### config.mk
export PLATFORM = sky130hd
export DESIGN_NAME = imoy_sched
export DESIGN_NICKNAME = d
export VERILOG_FILES = /design/src/rtl/imoy_sched.sv
export SDC_FILE = /design/constraint.sdc
export NUM_CORES = 1
export LEC_CHECK = 0
export CAP_MARGIN = 10
export CORE_UTILIZATION = 33
export DETAILED_ROUTE_END_ITERATION = 6
export PLACE_DENSITY = 0.83
export REMOVE_ABC_BUFFERS = 1
export SLEW_MARGIN = 10
export SYNTH_ARGS = -nofsm -noshare
export SYNTH_HDL_FRONTEND = slang
export SYNTH_SLANG_ARGS = --single-unit
### constraint.sdc
create_clock -name clk -period 5.3 [get_ports clk]
set_input_delay 1.325 -clock clk [delete_from_list [all_inputs] [get_ports clk]]
set_output_delay 1.325 -clock clk [all_outputs]
set_load 0.02 [all_outputs]
### src/rtl/imoy_sched.sv
// -----------------------------------------------------------------------------
// imoy_sched
//   Round-robin scheduler that lets NREQ requesters share one external 4-sample
//   (2x2 window) averager. A granted window is forwarded to the averager for
//   one cycle. A 2-stage tag pipeline tracks the requester ID alongside the
//   averager latency, so each result is returned with its ID three cycles
//   after the grant.
//
//   Optional feature (compile-time macro IMOY_SCHED_PRIO0_EN):
//     defined   -> requester 0 has strict priority. The remaining requesters
//                  round-robin among themselves, and the pointer never rests
//                  on 0.
//     undefined -> pure round-robin over all requesters.
//
// Ports
//   clk          rising-edge clock
//   rst_n        asynchronous active-low reset
//   sched_en     scheduler enable; low blocks new grants only
//   req_valid    per-requester window-valid            [NREQ]
//   req_data     per-requester 2x2 windows             [NREQ*4*DW_IN]
//   req_ready    one-hot-or-zero accept strobe         [NREQ]
//   avg_calc_en  averager enable (transfer this cycle)
//   avg_imcin    window of the granted requester, zero when idle
//   avg_imoy     averager result, valid 2 cycles after its enable
//   out_valid    one-cycle result strobe
//   out_id       requester ID of the result            [IDW]
//   out_data     captured averager result              [DW_IN]
//   busy         a window is still in flight or retiring
// -----------------------------------------------------------------------------
module imoy_sched #(
    parameter int unsigned DW_IN = 10,
    parameter int unsigned NREQ  = 4,
    parameter int unsigned IDW   = 3
) (
    input  logic                    clk,
    input  logic                    rst_n,
    input  logic                    sched_en,
    input  logic [NREQ-1:0]         req_valid,
    input  logic [NREQ*4*DW_IN-1:0] req_data,
    output logic [NREQ-1:0]         req_ready,
    output logic                    avg_calc_en,
    output logic [4*DW_IN-1:0]      avg_imcin,
    input  logic [DW_IN-1:0]        avg_imoy,
    output logic                    out_valid,
    output logic [IDW-1:0]          out_id,
    output logic [DW_IN-1:0]        out_data,
    output logic                    busy
);

`ifdef IMOY_SCHED_PRIO0_EN
    localparam bit PRIO0 = 1'b1;
`else
    localparam bit PRIO0 = 1'b0;
`endif

    // Reduce an index in [0, 2*NREQ) to [0, NREQ). This avoids a general
    // modulo, which matters when NREQ is not a power of two.
    function automatic int unsigned wrap(input int unsigned a);
        return (a >= NREQ) ? a - NREQ : a;
    endfunction

    logic [IDW-1:0] ptr;
    logic [IDW-1:0] ptr_nxt;
    logic [IDW-1:0] win;
    logic           found;
    logic           transfer;

    logic           s0_v;
    logic [IDW-1:0] s0_id;
    logic           s1_v;
    logic [IDW-1:0] s1_id;

    // Winner search: the first valid requester, starting at the pointer and
    // wrapping. In priority mode, requester 0 is resolved before the loop and
    // is excluded from the circular search.
    always_comb begin
        found = 1'b0;
        win   = '0;
        if (PRIO0 && req_valid[0]) begin
            found = 1'b1;
        end
        for (int unsigned i = 0; i < NREQ; i++) begin
            if (!found && req_valid[wrap(32'(ptr) + i)] &&
                !(PRIO0 && wrap(32'(ptr) + i) == 0)) begin
                found = 1'b1;
                win   = IDW'(wrap(32'(ptr) + i));
            end
        end
    end

    always_comb begin
        transfer    = sched_en && found;
        avg_calc_en = transfer;
        req_ready   = transfer ? (NREQ'(1) << win) : '0;
        avg_imcin   = transfer ? req_data[32'(win)*4*DW_IN +: 4*DW_IN] : '0;
    end

    // Pointer advances past the winner. A priority grant to requester 0 leaves
    // the round-robin position of the other requesters untouched.
    always_comb begin
        ptr_nxt = ptr;
        if (transfer && !(PRIO0 && win == '0)) begin
            ptr_nxt = IDW'(wrap(32'(win) + 1));
            if (PRIO0 && ptr_nxt == '0) begin
                ptr_nxt = IDW'(1);
            end
        end
    end

    // The tag stages match the 2-cycle averager latency. The output register
    // adds the third cycle and holds its value between strobes.
    always_ff @(posedge clk or negedge rst_n) begin
        if (!rst_n) begin
            ptr       <= '0;
            s0_v      <= 1'b0;
            s0_id     <= '0;
            s1_v      <= 1'b0;
            s1_id     <= '0;
            out_valid <= 1'b0;
            out_id    <= '0;
            out_data  <= '0;
        end else begin
            ptr       <= ptr_nxt;
            s0_v      <= transfer;
            s0_id     <= win;
            s1_v      <= s0_v;
            s1_id     <= s0_id;
            out_valid <= s1_v;
            if (s1_v) begin
                out_id   <= s1_id;
                out_data <= avg_imoy;
            end
        end
    end

    assign busy = s0_v | s1_v | out_valid;

endmodule

==> reports/metrics.csv <==
stage,metric,value,unit
status,status,finished clean,
sta,Period minus WS final,5.25,ns
pwr,Clk network pwr share,3.4,%
clock_network,Worst-path clk slew,0.09,ns
sta,RSZ-0062 raised after global routing,yes,
logic_synthesis,Avg Inst Size Synth,11.3,sq um
hold_path,min-delay src,s0_id[1],
floorplan,Die X,94.2,um
route,Vias,3062,
route,WL/cell,16.9,um
sta,Max Freq,0.191,GHz
setup_path,Critical Path Source Type,input pin,
logic_synthesis,ranking of synthesized cells by area,"mux2i_1, dfrtp_1, o22ai_2, mux2_2, buf_12",
route,routed vias/inst,5.01,
pwr,total internal power,0.00177,W
logic_synthesis,post-synthesis sequential area ratio,22.3,%
pwr,Comb pwr share,88.5,%
logic_synthesis,Mapped Cells,248,
sta,Tcrit/Tclk final,99.0,%
place,dpl cells,604,
pwr,Sequential Power Share,8.1,%
final_layout,ANT cells,0,
sta,final hold slack,0.354,ns
final_layout,Multi-input gate area,0.00199,sq mm
final_layout,Nets,687,
floorplan,Die Ht,94.2,um
setup_path,CP max FO,12,
job,number of max-cap violations,0,
clock_network,Worst-Skew Late Latency,0.27,ns
setup_path,Worst EP required,3.97,ns
place,gpl congestion,0.890,
route,DRC Markers,0,
setup_path,CP Class,input pin to output port,
hold_path,worst hold-check path type,flip-flop to flip-flop,
logic_synthesis,Post-synth top flop,dfrtp_1,
clock_network,CTS Root Cell,clkbuf_8,
clock_network,CTS tree,built,
clock_network,total CTS buffers,3,
floorplan,Core Area,0.00822,sq mm
clock_network,H-tree Lvls,1,
logic_synthesis,yosys warns,0,
clock_network,hold_buf cts,0,
place,# port buffers,236,
sta,final setup violation count,0,
global_routing,vias in the first global route,3142,
setup_path,crit path from,req_valid[1],
logic_synthesis,ys async rst share,100,%
logic_synthesis,top cell type by total area after synthesis,mux2i_1,
global_routing,GRT overflow,0,
sta,Max-slew headroom,63.9,%
pwr,Net Sw Frac,45.5,%
final_layout,Final Core Density,67.8,%
logic_synthesis,top post-synthesis cells by count,"mux2i_1, o22ai_2, dfrtp_1, mux2_2, buf_4",
sta,final setup TNS,0,ns
pwr,Leak,2.39,nW
place,post-detail-place hpwl,8540,um
route,Detailed Route Iter0 Violations,39,
route,DRT Pass-1 Iters,4,
floorplan,die area,0.00887,sq mm
final_layout,layout cells sized above 1,25.3,%
final_layout,final std cells w/o fill,611,
sta,worst slew pin tran,0.541,ns
clock_network,Max Root-Sink Buffers,2,
logic_synthesis,post-synth cell types,46,
logic_synthesis,"EDFF count, synth",0,
logic_synthesis,Yosys reg bits,25,
global_routing,antenna violations before repair,0,
setup_path,Critical Path AT,3.92,ns
global_routing,global-route wire length before repair,15300,um
pwr,peak supply drop,0.000352,V
logic_synthesis,Synth top area share,29.3,%
pwr,Power Density,584,mW/mm^2
setup_path,CP endpoint kind,output port,
sta,clk_skew,0.00951,ns
pwr,Design Power,0.00325,W
final_layout,P&R area growth vs syn,98.5,%
final_layout,fill cell count,641,
floorplan,IO Count,237,
logic_synthesis,most frequent cell after synthesis,mux2i_1,
sta,fin. max-slew vios,0,
global_routing,largest net degree at the start of global routing,26,
global_routing,GRT Util Overall,22.2,%
floorplan,initial core utilization,34.1,%
logic_synthesis,Mapped Area,0.00281,sq mm
sta,final hold vios,0,
route,Post-Route WL,10300,um
setup_path,worst flop-to-flop path startpoint,ptr[1],
clock_network,CTS sink cnt,25,
route,post-route antenna net violation count,0,
floorplan,Rows,33,
final_layout,register area,626,sq um
pwr,switching power,0.00148,W
-- through the flow --
step                      instance area [sq um]  setup WS [ns]
after floorplan                            2550         -0.646
after global placement                     5460        -0.0886
after detailed placement                   5460         -0.150
after CTS                                  5460         0.0554
after global routing                       5570        -0.0182
final                                      5570         0.0549
-- layer usage --
| layer | part of all wire, % | routed length [um] | GRT usage, % | vias to the layer above |
|---|---|---|---|---|
| li1 | - | - | - | 1469 |
| met1 | 37 | 3830 | 23.6 | 1430 |
| met2 | 52 | 5330 | 41.8 | 145 |
| met3 | 8.8 | 907 | 5.83 | 18 |
| met4 | 2.5 | 259 | 7.44 | 0 |
| met5 | 0 | 0 | 0 | - |
-- state kept, by name, summed over array words and instances (netlist names) --
| register | cells |
|---|---|
| out_data | 10 |
| out_id | 3 |
| ptr | 3 |
| s0_id | 3 |
| s1_id | 3 |
| out_valid | 1 |
| s0_v | 1 |
| s1_v | 1 |
-- kinds of logic after synthesis --
kind of cell	count (synthesis)	share of synthesized area [%]
AO/OA/AOI/OAI	60	23.0
XOR/XNOR	2	0.625
adder cells (fa/ha/maj)	3	1.34
buffers and inverters	31	9.72
multiplexers	97	36.1
AND/OR/NAND/NOR	30	6.96
flip-flops	25	22.3
-- layout by cell type (no fill, tap or decap), types with 3 or more instances in the layout --
| cell type | instances |
|---|---|
| buf_12 | 9 |
| buf_4 | 32 |
| clkbuf_2 | 5 |
| clkbuf_8 | 3 |
| clkdlybuf4s15_1 | 9 |
| clkdlybuf4s50_1 | 191 |
| dfrtp_1 | 25 |
| dlygate4sd2_1 | 30 |
| ha_1 | 3 |
| inv_1 | 5 |
| mux2_2 | 13 |
| mux2i_1 | 67 |
| mux2i_2 | 12 |
| mux2i_4 | 3 |
| nand2_1 | 6 |
| nand2b_1 | 3 |
| nand3_1 | 3 |
| nor2_1 | 4 |
| o22ai_1 | 6 |
| o22ai_2 | 35 |
-- power groups by stage --
| stage | logic, W | registers [W] | clock network [W] |
|---|---|---|---|
| 2_1_floorplan | 0.00168 | 0.000294 | 0 |
| 3_3_place_gp | 0.00285 | 0.000264 | 0 |
| 3_5_place_dp | 0.00289 | 0.000266 | 0 |
| 4_1_cts | 0.00274 | 0.000261 | 0.000114 |
| 5_1_grt | 0.00304 | 0.000268 | 0.000123 |
| 6_report | 0.00288 | 0.000262 | 0.000111 |
-- layout make-up --
type                       count  area share (%)
clock inverter                 1           0.135
clock buffer                   3           0.741
timing repair buffer         279            49.4
sequential                    25            11.2
tap                          105            2.36
inverter                       6           0.404
multi-input combinational    192            35.7
-- worst paths after layout --
check | to | slack, ns | cells past startpoint
setup / recovery | avg_imcin[14] | 0.05 | 11
hold / removal | s1_id[1] | 0.35 | 0
setup reg to reg | ptr[2] | 2.11 | 12
hold reg to reg | s1_id[1] | 0.35 | 0
max in group asynchronous | out_data[2] | 3.90 | 1
min in group asynchronous | out_data[9] | 1.03 | 1
-- critical path, cell delays in order --
cell and delay [ns]:
clkdlybuf4s50_1 0.45, buf_4 0.16, mux4_2 0.51, nor2b_4 0.15
a21oi_2 0.06, o21ai_4 0.24, buf_12 0.18, buf_12 0.15
mux2i_1 0.25, o22ai_2 0.10, dlygate4sd2_1 0.34
-- timing repair --
item                       CTS  global route
setup endpoints to repair   44            13
gates resized for setup     45            37
gates cloned                 0             1
pin swaps                    0             1
setup buffers                0             2
No activity file was read; power rests on OpenSTA's default activity.
